## config.mk

```make
export PLATFORM = sky130hd
export DESIGN_NAME = uart_xcvr
export DESIGN_NICKNAME = d
export VERILOG_FILES = /design/src/rtl/uart_xcvr.sv
export SDC_FILE = /design/constraint.sdc
export NUM_CORES = 1
export LEC_CHECK = 0
export CELL_PAD_IN_SITES_DETAIL_PLACEMENT = 1
export CELL_PAD_IN_SITES_GLOBAL_PLACEMENT = 1
export CORE_ASPECT_RATIO = 0.8
export CORE_MARGIN = 5
export CORE_UTILIZATION = 55
export DETAILED_ROUTE_END_ITERATION = 10
export HOLD_SLACK_MARGIN = 0.02
export PLACE_DENSITY_LB_ADDON = 0.08
export SLEW_MARGIN = 20
export SYNTH_ARGS = -nofsm -noshare
export SYNTH_HDL_FRONTEND = slang
export SYNTH_SLANG_ARGS = --single-unit
```

## constraint.sdc

```tcl
create_clock -name clk -period 9.4 [get_ports clk]
set_input_delay 1.88 -clock clk [delete_from_list [all_inputs] [get_ports clk]]
set_output_delay 1.88 -clock clk [all_outputs]
set_load 0.05 [all_outputs]
```

## src/rtl/uart_xcvr.sv

```systemverilog
// UART transceiver with a TX FIFO and a 16x-oversampled RX. txd falls 2 clocks after the first write; rx_valid rises 1 clock after the stop sample.
// Backpressure: tx_ready drops while the FIFO is full; an unconsumed rx word makes later words drop and pulse rx_overrun.
module sync_fifo #(
  parameter int W     = 8,
  parameter int DEPTH = 16
) (
  input  logic         clk,
  input  logic         rst_n,
  input  logic         wr_vld,
  output logic         wr_rdy,
  input  logic [W-1:0] wr_dat,
  output logic         rd_vld,
  input  logic         rd_rdy,
  output logic [W-1:0] rd_dat
);
  localparam int AW = $clog2(DEPTH);

  logic [W-1:0]  mem [DEPTH];
  logic [AW-1:0] wr_ptr, rd_ptr;
  logic [AW:0]   count;
  logic          push, pop;

  assign wr_rdy = (count != (AW+1)'(DEPTH));
  assign rd_vld = (count != '0);
  assign push   = wr_vld & wr_rdy;
  assign pop    = rd_rdy & rd_vld;
  assign rd_dat = mem[rd_ptr];

  always_ff @(posedge clk or negedge rst_n) begin
    if (!rst_n) begin
      wr_ptr <= '0;
      rd_ptr <= '0;
      count  <= '0;
    end else begin
      if (push) wr_ptr <= wr_ptr + 1'b1;
      if (pop)  rd_ptr <= rd_ptr + 1'b1;
      case ({push, pop})
        2'b10:   count <= count + 1'b1;
        2'b01:   count <= count - 1'b1;
        default: ;
      endcase
    end
  end

  always_ff @(posedge clk) begin
    if (push) mem[wr_ptr] <= wr_dat;
  end
endmodule

module uart_xcvr #(
  parameter int CLK_HZ    = 100_000_000,
  parameter int BAUD      = 115200,
  parameter int DATA_BITS = 8,
  parameter int PARITY    = 0,
  parameter int STOP_BITS = 1,
  parameter int TX_DEPTH  = 16
) (
  input  logic                 clk,
  input  logic                 rst_n,
  input  logic [DATA_BITS-1:0] tx_data,
  input  logic                 tx_valid,
  output logic                 tx_ready,
  output logic                 tx_busy,
  output logic [DATA_BITS-1:0] rx_data,
  output logic                 rx_valid,
  input  logic                 rx_ready,
  output logic                 rx_parity_err,
  output logic                 rx_frame_err,
  output logic                 rx_overrun,
  input  logic                 rxd,
  output logic                 txd
);
  localparam int DIV      = CLK_HZ / (16 * BAUD);
  localparam int BIT_CLKS = 16 * DIV;
  localparam int BCW      = $clog2(BIT_CLKS + 1);
  localparam int DVW      = $clog2(DIV + 1);
  localparam int IW       = $clog2(DATA_BITS + 1);

  typedef enum logic [2:0] {TX_IDLE, TX_START, TX_DATA, TX_PARITY, TX_STOP} tx_state_t;
  typedef enum logic [2:0] {RX_IDLE, RX_START, RX_DATA, RX_PARITY, RX_STOP} rx_state_t;

  tx_state_t            tx_state, tx_next;
  logic                 fifo_vld, fifo_pop;
  logic [DATA_BITS-1:0] fifo_dat, tx_shift;
  logic [BCW-1:0]       tx_cnt;
  logic [IW-1:0]        tx_idx;
  logic                 tx_par, tx_bit_done, tx_line_busy;

  sync_fifo #(.W(DATA_BITS), .DEPTH(TX_DEPTH)) u_tx_fifo (
    .clk    (clk),
    .rst_n  (rst_n),
    .wr_vld (tx_valid),
    .wr_rdy (tx_ready),
    .wr_dat (tx_data),
    .rd_vld (fifo_vld),
    .rd_rdy (fifo_pop),
    .rd_dat (fifo_dat)
  );

  assign tx_bit_done = (tx_cnt == BCW'(BIT_CLKS - 1));
  // txd lags the state by one register, so the line stays busy one clock past TX_IDLE
  assign tx_busy     = fifo_vld | (tx_state != TX_IDLE) | tx_line_busy;

  always_comb begin
    tx_next  = tx_state;
    fifo_pop = 1'b0;
    case (tx_state)
      TX_IDLE:   if (fifo_vld) begin tx_next = TX_START; fifo_pop = 1'b1; end
      TX_START:  if (tx_bit_done) tx_next = TX_DATA;
      TX_DATA:   if (tx_bit_done && tx_idx == IW'(DATA_BITS - 1))
                   tx_next = (PARITY != 0) ? TX_PARITY : TX_STOP;
      TX_PARITY: if (tx_bit_done) tx_next = TX_STOP;
      TX_STOP:   if (tx_bit_done && tx_idx == IW'(STOP_BITS - 1)) begin
                   if (fifo_vld) begin tx_next = TX_START; fifo_pop = 1'b1; end
                   else tx_next = TX_IDLE;
                 end
      default:   tx_next = TX_IDLE;
    endcase
  end

  always_ff @(posedge clk or negedge rst_n) begin
    if (!rst_n) begin
      tx_state     <= TX_IDLE;
      tx_cnt       <= '0;
      tx_idx       <= '0;
      tx_shift     <= '0;
      tx_par       <= 1'b0;
      tx_line_busy <= 1'b0;
      txd          <= 1'b1;
    end else begin
      tx_state     <= tx_next;
      tx_line_busy <= (tx_state != TX_IDLE);
      if (tx_state == TX_IDLE || tx_bit_done) tx_cnt <= '0;
      else tx_cnt <= tx_cnt + 1'b1;
      if (tx_next != tx_state) tx_idx <= '0;
      else if (tx_bit_done) tx_idx <= tx_idx + 1'b1;
      if (fifo_pop) begin
        tx_shift <= fifo_dat;
        tx_par   <= (PARITY == 1) ? ~^fifo_dat : ^fifo_dat;
      end else if (tx_state == TX_DATA && tx_bit_done) begin
        tx_shift <= tx_shift >> 1;
      end
      case (tx_state)
        TX_START:  txd <= 1'b0;
        TX_DATA:   txd <= tx_shift[0];
        TX_PARITY: txd <= tx_par;
        default:   txd <= 1'b1;
      endcase
    end
  end

  rx_state_t            rx_state, rx_next;
  logic [1:0]           rxd_sync;
  logic                 rxd_s, rxd_prev;
  logic [DVW-1:0]       div_cnt;
  logic [3:0]           tick_cnt;
  logic                 tick, rx_sample;
  logic [IW-1:0]        rx_idx;
  logic [DATA_BITS-1:0] rx_shift;
  logic                 rx_pbit, rx_done, rx_stop_bad, rx_par_bad;

  assign rxd_s     = rxd_sync[1];
  assign tick      = (div_cnt == DVW'(DIV - 1));
  // mid-bit: 7 ticks after the edge for the start bit, every 16 ticks thereafter
  assign rx_sample = (rx_state != RX_IDLE) && tick &&
                     (tick_cnt == ((rx_state == RX_START) ? 4'd7 : 4'd15));
  assign rx_par_bad = (PARITY == 1) ? ~(^rx_shift ^ rx_pbit) :
                      (PARITY == 2) ?  (^rx_shift ^ rx_pbit) : 1'b0;

  always_comb begin
    rx_next = rx_state;
    case (rx_state)
      RX_IDLE:   if (rxd_prev && !rxd_s) rx_next = RX_START;
      RX_START:  if (rx_sample) rx_next = rxd_s ? RX_IDLE : RX_DATA;
      RX_DATA:   if (rx_sample && rx_idx == IW'(DATA_BITS - 1))
                   rx_next = (PARITY != 0) ? RX_PARITY : RX_STOP;
      RX_PARITY: if (rx_sample) rx_next = RX_STOP;
      RX_STOP:   if (rx_sample) rx_next = RX_IDLE;
      default:   rx_next = RX_IDLE;
    endcase
  end

  always_ff @(posedge clk or negedge rst_n) begin
    if (!rst_n) begin
      rxd_sync    <= 2'b11;
      rxd_prev    <= 1'b1;
      rx_state    <= RX_IDLE;
      div_cnt     <= '0;
      tick_cnt    <= '0;
      rx_idx      <= '0;
      rx_shift    <= '0;
      rx_pbit     <= 1'b0;
      rx_done     <= 1'b0;
      rx_stop_bad <= 1'b0;
    end else begin
      rxd_sync <= {rxd_sync[0], rxd};
      rxd_prev <= rxd_s;
      rx_state <= rx_next;
      if (rx_state == RX_IDLE) begin
        div_cnt  <= '0;
        tick_cnt <= '0;
      end else begin
        div_cnt <= tick ? '0 : div_cnt + 1'b1;
        if (rx_sample) tick_cnt <= '0;
        else if (tick) tick_cnt <= tick_cnt + 1'b1;
      end
      if (rx_state != RX_DATA) rx_idx <= '0;
      else if (rx_sample) rx_idx <= rx_idx + 1'b1;
      if (rx_state == RX_DATA && rx_sample) rx_shift <= {rxd_s, rx_shift[DATA_BITS-1:1]};
      if (rx_state == RX_PARITY && rx_sample) rx_pbit <= rxd_s;
      rx_done <= (rx_state == RX_STOP) && rx_sample;
      if (rx_state == RX_STOP && rx_sample) rx_stop_bad <= ~rxd_s;
    end
  end

  always_ff @(posedge clk or negedge rst_n) begin
    if (!rst_n) begin
      rx_valid      <= 1'b0;
      rx_data       <= '0;
      rx_parity_err <= 1'b0;
      rx_frame_err  <= 1'b0;
      rx_overrun    <= 1'b0;
    end else begin
      rx_overrun <= 1'b0;
      if (rx_done) begin
        if (rx_valid && !rx_ready) begin
          rx_overrun <= 1'b1;
        end else begin
          rx_valid      <= 1'b1;
          rx_data       <= rx_shift;
          rx_parity_err <= rx_par_bad;
          rx_frame_err  <= rx_stop_bad;
        end
      end else if (rx_valid && rx_ready) begin
        rx_valid <= 1'b0;
      end
    end
  end
endmodule

```

==> flow_summary.yaml, run 1 <==
sta:
  fin_tns_setup_ps: 0
  rsz0062_at_grt: "false"
  max_freq_mhz: 241
  timing.final.crit_share_pct: 44.1
  drv_slew: 0
  period_needed_ps: 4150
  setup_violations: 0
  fin_skew_ps: 18.2
  hold_viol: 0
  worstMarginPinSlew_ps: 924
  timing.slew.headroom_pct: 38.1
grt:
  gr-usage-met1_pct: 28.7
  grt_max_degree: 83
  use_met2_pct: 34.7
  grtUsageTotal_pct: 20.7
  grt_pass1_wl_um: 29200
  grt_antenna_before_repair: 0
  grt.busiest_layer: "met2"
  overflow: 0
  first_global_vias: 5335
  grt_use_met3_pct: 3.88
place:
  hpwl_um: 11700
  port_buffers: 26
  gp_congestion: 0.759
synthesis:
  synth_top_area_share_pct: 43.7
  yosysTopAreaCell: "edfxtp_1"
  synthTopCellsByArea: "edfxtp_1 44%, dfrtp_1 22%, mux4_2 5.6%"
  ys_seq_elements: 210
  synth-edff-count: 128
  syn_area_per_cell_um2: 15.2
  synthFlopType: "edfxtp_1"
  synth_nets: 607
  netlist_instances: 578
  yosysWarnings: 0
  synthArstFlopShare_pct: 39.0
  synthesis.area_um2: 8800
  synth_cell_types: 51
  seq_area_frac_synth_pct: 67.0
critical_path:
  cp.arrival_ps: 2270
  worstPathRequired_ps: 7520
  r2r_cells: 16
  cpPeakStageDelay_ps: 730
  crit_chain: "nor3_1 > nand3b_1 > clkdlybuf4s50_1"
  setup.worst_path.end_class: "primary output"
  r2r_setup_slack_ps: 5560
  worstReg2RegEnd: "u_tx_fifo.count[4]"
  critPathTopFamily: "buffers and inverters"
  crit_buf_inv: 1
  critPathMaxFanout: 10
  slowest_stage: "clkdlybuf4s50_1"
  crit_end: "tx_busy"
  worstSetupStartpoint: "tx_state[2]"
  path_depth: 3
  cp-start-kind: "flop"
  regToRegStartpoint: "tx_cnt[0]"
  path_class: "reg -> out"
hold_path:
  min_path_type: "reg -> reg"
run_status:
  status: "completed"
clock_tree:
  path_clk_slew_ps: 60
  clock_latency_ps: 500
  clkSinkCount: 210
  ctsResizeCount: 0
  cts_tree: "yes"
  htree_num_levels: 1
  numCtsBuffers: 21
  cts_buffer_depth: 3
  cts_post_setup_buffers_inserted: 0
  cts-root-buf: "clkbuf_16"
  cts-hold-fix-buffers: 0
route:
  drc: 0
  avgRoutedWirePerCell_um: 21.5
  drtAntennaViolNets: 0
  drtIter0Drc: 260
  vias: 4746
  detailedRoute.firstPassIterationCount: 4
  viasPerCell: 5.67
  wirelength_um: 18000
pwr:
  irDropWorstVdd_mv: 0.172
  power.density_nw_per_um2: 215
  p_leak_nw: 3.67
  post-layout-total-power_w: 0.00212
die:
  dieWidth_um: 151
  io_pins: 28
  die_h_um: 123
  start_util_pct: 55.9
  rows: 41
  coreArea_um2: 15700
  die_area_um2: 18600
layout:
  syn_to_final_growth_pct: 12.0
  diodes: 0
  layout-drive-gt1-share_pct: 14.1
  mostFrequentLayoutCells: "128 x edfxtp_1, 76 x dfrtp_1, 64 x nor2_1"
  num-nets-final: 636
  final_common_cell: "edfxtp_1"
flow_run:
  cap_violations: 0
[worst register-to-register path, cell delays in order (launching register included)]
cell and delay, ps:
dfrtp_1 400, ha_1 250, nand4_1 160, nor3_1 70
buf_4 180, nand2_1 100, a2111o_1 550, clkinv_1 430
ha_1 410, xor2_1 180, ha_1 230, o21ai_0 150
a21oi_1 80, a21oi_1 170, xor2_1 160, nor2_1 70
xor2_1 140
[metrics by stage]
step	util [%]	setup slack (ps)	hold WS, ps	std cells	area [um^2]
floorplan	-	5630	345	578	8800
global placement	58.5	5090	346	799	9220
detailed placement	58.6	5000	350	799	9220
CTS	62.6	5220	359	837	9860
global route	62.6	5100	362	837	9860
finish	62.6	5250	358	837	9860
[cells in the mapped netlist (2+ instances only)]
library cell  count
a21oi_1          13
a22o_1            2
a22oi_1          15
and2_1            2
and3_1            2
buf_1             2
buf_2             4
buf_4             4
buf_6             2
clkbuf_1          9
clkbuf_2          3
dfrtp_1          78
dfstp_2           4
edfxtp_1        128
ha_1             16
inv_1            17
mux2_2           18
mux2i_1          11
mux4_1           10
mux4_2           22
nand2_1          35
nand2b_1          9
nand3_1          12
nand3b_1          2
nand4_1           6
nor2_1           64
nor2_2            2
nor2b_1           3
nor3_1            7
nor3b_1           4
o21ai_0          13
or3_1             2
xnor2_1          26
xor2_1           14
[flip-flops by register name, summed over array words and instances (netlist names), 4 cells and up]
signal	count
rx_shift	8
tx_shift	8
tx_idx	4
u_tx_fifo.rd_ptr	4
tick_cnt	4
div_cnt	6
u_tx_fifo.mem	128
u_tx_fifo.wr_ptr	4
rx_data	8
tx_cnt	10
u_tx_fifo.count	5
rx_idx	4
[power by group]
| part | total [W] | leakage [nW] | switching (W) | internal (W) |
|---|---|---|---|---|
| logic | 0.000218 | 1.16 | 0.000134 | 0.0000840 |
| registers | 0.00112 | 2.21 | 0.0000531 | 0.00107 |
| clock network | 0.000777 | 0.299 | 0.000340 | 0.000437 |
| total | 0.00212 | 3.67 | 0.000527 | 0.00159 |
[worst min-delay path by stage]
stage	endpoint	slack [ps]	startpoint	cells after the start
floorplan	rxd_sync[1]	350	rxd_sync[0]	0
detailed placement	rxd_sync[1]	350	rxd_sync[0]	0
CTS	rxd_sync[1]	360	rxd_sync[0]	0
global placement	rxd_sync[1]	350	rxd_sync[0]	0
finish	rxd_sync[1]	360	rxd_sync[0]	0
global route	rxd_sync[1]	360	rxd_sync[0]	0
[metal layers]
layer  share of wire [%]  up-vias
met2                  49       87
met5                   0        -
met3                 5.7       24
met4                 1.7        0
li1                    -     2179
met1                  43     2456
[cells by family (layout without fill, tap and decap cells)]
kind of cell / Yosys count / in the layout / share of synthesized area [%]
muxes: 61 / 61 / 12.2
buffers and inverters: 44 / 88 / 2.57
xor gates and xnor gates: 40 / 40 / 3.98
and+or+nand+nor: 156 / 156 / 8.27
DFF: 210 / 210 / 67.0
adders and majority gates: 16 / 16 / 2.27
AOI/OAI and AO/OA: 50 / 50 / 3.65
other: 1 / 1 / 0.0426
[final cells by class]
cell class | instances | area (um^2)
clock inverter | 15 | 100
inverter | 18 | 67.6
tap | 215 | 269
clock buffer | 23 | 533
sequential | 210 | 5900
multi-input combinational | 324 | 2680
fill | 1462 | 5890
timing repair buffer | 32 | 307
(Power assumes the default switching activity.)
==> inputs of run 2 (changes only) <==
--- a/config.mk
+++ b/config.mk
@@ -9,7 +9,7 @@
 export CELL_PAD_IN_SITES_GLOBAL_PLACEMENT = 1
 export CORE_ASPECT_RATIO = 0.8
 export CORE_MARGIN = 5
-export CORE_UTILIZATION = 55
+export CORE_UTILIZATION = 47
 export DETAILED_ROUTE_END_ITERATION = 10
 export HOLD_SLACK_MARGIN = 0.02
 export PLACE_DENSITY_LB_ADDON = 0.08
==> constraint.sdc (replaced) <==
create_clock -name clk -period 3.6 [get_ports clk]
set_input_delay 0.72 -clock clk [delete_from_list [all_inputs] [get_ports clk]]
set_output_delay 0.72 -clock clk [all_outputs]
set_load 0.05 [all_outputs]
==> run 2 against run 1 <==
Effect of this change: combinational power grew to 2.8 times the previous value; first-iteration DRC count is 4.2% lower; clock power grew to 3.2 times the previous value; global-route usage is 3.2 points lower; non-clock buffer count is 18 higher; sequential power grew to 2.6 times the previous value; via count is 2.7% higher; power grew to 2.8 times the previous value; count of clock-buffer cells in the layout is 1 higher; die area is 16% higher; design area is 3.4% higher; register-to-register slack worse by 5300 ps; critical path type is now reg -> reg.
==> flow_summary.yaml, run 2 (synthesized netlist as in run 1, its figures left out) <==
critical_path:
  worstPathRequired_ps: 3980
  cp.arrival_ps: 3670
  regToRegStartpoint: "tx_cnt[0]"
  cp-start-kind: "flop"
  setup.worst_path.end_class: "flop"
  critPathMaxFanout: 8
  path_class: "reg -> reg"
  worstSetupStartpoint: "tx_cnt[0]"
sta:
  fin_skew_ps: 9.76
  setup_violations: 0
  drv_slew: 0
  period_needed_ps: 3300
  worst_slack_ps: 302
  hold_viol: 0
  timing.slew.headroom_pct: 45.4
  timing.final.crit_share_pct: 91.6
  max_freq_mhz: 303
  worstMarginPinSlew_ps: 817
  fin_tns_setup_ps: 0
  rsz0062_at_grt: "false"
route:
  detailedRoute.firstPassIterationCount: 4
  drtIter0Drc: 249
  avgRoutedWirePerCell_um: 20.5
  drtAntennaViolNets: 0
  viasPerCell: 5.45
  drc: 0
  wirelength_um: 18300
  vias: 4873
layout:
  mostFrequentLayoutCells: "128 x edfxtp_1, 77 x dfrtp_1, 64 x nor2_1"
  largest_reg_flops: 128
  reg_top3: "u_tx_fifo.mem (128), tx_cnt (10)"
  fin_area_um2: 10200
  top_register: "u_tx_fifo.mem"
  num-nets-final: 655
  final_common_cell: "edfxtp_1"
  layout-drive-gt1-share_pct: 17.3
  diodes: 0
  syn_to_final_growth_pct: 15.8
pwr:
  p_leak_nw: 3.83
  post-layout-total-power_w: 0.00599
  power.density_nw_per_um2: 588
  irDropWorstVdd_mv: 0.416
clock_tree:
  cts_buffer_depth: 3
  clkSinkCount: 210
  clock_latency_ps: 500
  htree_num_levels: 1
  cts_tree: "yes"
  numCtsBuffers: 22
  cts-hold-fix-buffers: 0
  cts-root-buf: "clkbuf_16"
  cts_post_setup_buffers_inserted: 0
  path_clk_slew_ps: 60
  ctsResizeCount: 0
grt:
  grt_pass1_wl_um: 29700
  first_global_vias: 5376
  grt_max_degree: 83
  grt_antenna_before_repair: 0
  overflow: 0
  grtUsageTotal_pct: 17.5
die:
  io_pins: 28
  dieWidth_um: 163
  start_util_pct: 48.2
  die_h_um: 132
  coreArea_um2: 18300
  rows: 44
  die_area_um2: 21600
place:
  hpwl_um: 12000
  dpl_worst_slack_ps: 252
  port_buffers: 26
  gp_congestion: 0.758
  place_area_um2: 9400
run_status:
  status: "completed"
flow_run:
  cap_violations: 0
hold_path:
  min_path_type: "in -> async"
run 2: cell types whose count changed in the layout (fill, tap and decap cells not counted), sizes merged:
| cell | previous run | this run |
|---|---|---|
| bufinv | 1 | 5 |
| clkinv | 10 | 7 |
| inv | 18 | 17 |
| buf | 7 | 25 |
| clkbuf | 23 | 24 |
run 2: report_power, final:
part | internal [W] | total (W) | switching, W
logic | 0.000242 | 0.000608 | 0.000366
registers | 0.00279 | 0.00293 | 0.000137
clock network | 0.00152 | 0.00245 | 0.000931
total | 0.00456 | 0.00599 | 0.00143
run 2: final cells by class:
cell class / instances / area, um^2
clock buffer: 24 / 579
clock inverter: 15 / 206
fill: 1756 / 8090
inverter: 18 / 67.6
multi-input combinational: 324 / 2680
sequential: 210 / 5900
tap: 253 / 317
timing repair buffer: 50 / 442
run 2: worst max-delay path, cell delays in order (launching register included):
cell	delay, ps
dfrtp_1	390
ha_1	220
nand4_1	170
nor3_1	270
nand2_1	110
a2111o_1	450
clkinv_1	170
ha_2	270
xor2_1	90
ha_1	210
o21ai_0	190
a21oi_1	100
a21oi_1	170
xor2_1	170
nor2_1	70
xor2_1	140
run 2: metrics by stage:
step / std cells / hold slack [ps] / util (%)
after floorplan: 578 / 345 / -
after global placement: 855 / 346 / 51.4
after detailed placement: 855 / 348 / 51.4
after CTS: 894 / 358 / 55.7
after global routing: 894 / 332 / 55.8
final: 894 / 239 / 55.8
run 2: worst paths after layout:
check	endpoint	slack, ps	depth (start not counted)
setup / recovery	u_tx_fifo.count[4]	300	15
hold / removal	tx_idx[0]	240	1
setup reg to reg	u_tx_fifo.count[4]	300	15
hold reg to reg	rxd_sync[1]	360	0
max in group asynchronous	rx_shift[0]	2810	1
min in group clk	rxd_sync[1]	360	0
run 2: layer usage:
metal | up-vias | part of all wire (%) | GRT usage (%)
li1 | 2219 | - | -
met2 | 87 | 48 | 28.0
met3 | 33 | 4.3 | 2.66
met1 | 2534 | 46 | 25.5
met5 | - | 0 | 0
met4 | 0 | 2.2 | 4.24
==> inputs of run 3 (changes only) <==
--- a/config.mk
+++ b/config.mk
@@ -8,7 +8,7 @@
 export CELL_PAD_IN_SITES_DETAIL_PLACEMENT = 1
 export CELL_PAD_IN_SITES_GLOBAL_PLACEMENT = 1
 export CORE_ASPECT_RATIO = 0.8
-export CORE_MARGIN = 5
+export CORE_MARGIN = 10
 export CORE_UTILIZATION = 47
 export DETAILED_ROUTE_END_ITERATION = 10
 export HOLD_SLACK_MARGIN = 0.02
@@ -17,3 +17,4 @@
 export SYNTH_ARGS = -nofsm -noshare
 export SYNTH_HDL_FRONTEND = slang
 export SYNTH_SLANG_ARGS = --single-unit
+export TNS_END_PERCENT = 100
==> run 3 against run 2 <==
Effect of this change: die area rose by 14%; worst setup slack improved by 65 ps; clock power fell by 7%; first-iteration DRC count rose by 45%; power fell by 3.0%; fmax rose by 2.0%; worst hold slack improved by 36 ps; non-clock buffer count rose by 1; highest routed layer unchanged; flip-flop and latch count did not move; global-route usage fell by 2.5 points; via count fell by 0.23%; sequential share of layout area rose by 0.19 points.
==> flow_summary.yaml, run 3 (synthesized netlist as in run 1, its figures left out) <==
run_status:
  status: "completed"
route:
  drtIter0Drc: 362
  wirelength_um: 18600
  detailedRoute.firstPassIterationCount: 4
  avgRoutedWirePerCell_um: 20.7
  drc: 0
  viasPerCell: 5.43
  wl_met2_um: 8730
  met3_length_um: 1110
  dr.max_layer_used: "met4"
  vias: 4862
  drtAntennaViolNets: 0
  drt-met1-wl_um: 8400
pwr:
  p_leak_nw: 3.82
  irDropWorstVdd_mv: 0.382
  power.density_nw_per_um2: 572
critical_path:
  cp.arrival_ps: 3610
  path_common_cell: "xor2_1"
  setup.worst_path.end_class: "flop"
  path_class: "reg -> reg"
  crit_buf_inv: 1
  cp-start-kind: "flop"
  critPathTopFamily: "compound AO/OA/AOI/OAI gates"
  cpPeakStageDelay_ps: 450
  crit_chain: "ha_1 > nand4_1 > nor3_2 > nand2_1 > a2111o_1 > clkinv_1 > ha_4 > xor2_1 > ha_1 > o21ai_0 > a21oi_1 > a21oi_1 > xor2_1 > nor2_1 > xor2_1"
  critPathMaxFanout: 8
  worstPathRequired_ps: 3980
  slowest_stage: "a2111o_1"
layout:
  num-nets-final: 656
  mostFrequentLayoutCells: "128 x edfxtp_1, 77 x dfrtp_1, 64 x nor2_1"
  final_common_cell: "edfxtp_1"
  fin_area_um2: 10200
  layout-drive-gt1-share_pct: 17.0
  largest_reg_flops: 128
  reg_top3: "u_tx_fifo.mem (128), tx_cnt (10)"
  syn_to_final_growth_pct: 15.4
  diodes: 0
  top_register: "u_tx_fifo.mem"
sta:
  timing.final.crit_share_pct: 89.8
  setup_violations: 0
  worstMarginPinSlew_ps: 815
  hold_viol: 0
  drv_slew: 0
  max_freq_mhz: 309
  timing.slew.headroom_pct: 45.6
  rsz0062_at_grt: "false"
  period_needed_ps: 3230
  fin_skew_ps: 28.3
  fin_tns_setup_ps: 0
grt:
  grt_max_degree: 83
  grt_antenna_before_repair: 0
  grt_pass1_wl_um: 29600
  overflow: 0
  grtUsageTotal_pct: 15.1
  first_global_vias: 5245
place:
  place_area_um2: 9410
  gp_congestion: 0.809
  port_buffers: 26
  hpwl_um: 11900
die:
  die_h_um: 142
  io_pins: 28
  rows: 44
  die_area_um2: 24600
  dieWidth_um: 173
  coreArea_um2: 18300
  start_util_pct: 48.2
clock_tree:
  path_clk_slew_ps: 60
  numCtsBuffers: 22
  htree_num_levels: 1
  cts_buffer_depth: 3
  cts_tree: "yes"
  cts-hold-fix-buffers: 0
  clock_latency_ps: 510
  cts-root-buf: "clkbuf_16"
  clkSinkCount: 210
hold_path:
  min_path_type: "in -> async"
flow_run:
  cap_violations: 0
==> run 3: area by class of cell <==
class / instances / area [um^2]
well taps: 253 / 317
flip-flops and latches: 210 / 5900
clock inverters: 11 / 136
repair buffers: 51 / 449
multi-input cells: 324 / 2690
fillers: 1750 / 8120
clock buffers: 28 / 593
inverters: 18 / 67.6
==> run 3: metal layers <==
layer	track usage, %	vias to the layer above
met5	0	-
met4	3.26	0
met3	3.21	22
met2	24.5	97
met1	20.5	2521
li1	-	2222
==> run 3: report_power, final <==
| group | internal, W | switching [W] |
|---|---|---|
| clock network | 0.00138 | 0.000906 |
| logic | 0.000242 | 0.000359 |
| registers | 0.00279 | 0.000132 |
==> run 3: metrics by stage <==
| step | total power (W) | worst slack (ps) | instances | hold slack, ps | utilization (%) |
|---|---|---|---|---|---|
| 2_1_floorplan | 0.00333 | 524 | 578 | 345 | - |
| 3_3_place_gp | 0.00353 | 379 | 856 | 346 | 51.5 |
| 3_5_place_dp | 0.00358 | 212 | 856 | 351 | 51.5 |
| 4_1_cts | 0.00587 | 191 | 895 | 360 | 55.5 |
| 5_1_grt | 0.00608 | 26.5 | 895 | 310 | 55.6 |
| 6_report | 0.00581 | 367 | 895 | 275 | 55.6 |
==> run 3: final timing paths <==
path | from | end | slack [ps] | depth (start not counted)
max | tx_cnt[0] | u_tx_fifo.count[4] | 370 | 15
min | rst_n | tx_idx[0] | 270 | 1
max reg2reg | tx_cnt[0] | u_tx_fifo.count[4] | 370 | 15
min reg2reg | rxd_sync[0] | rxd_sync[1] | 360 | 0
max in group asynchronous | rst_n | u_tx_fifo.rd_ptr[0] | 2790 | 1
min in group clk | rxd_sync[0] | rxd_sync[1] | 360 | 0
==> run 3: timing repair <==
item	4_1_cts	5_1_grt
resized for setup	0	3
buffers inserted	0	0
setup endpoints to repair	0	1
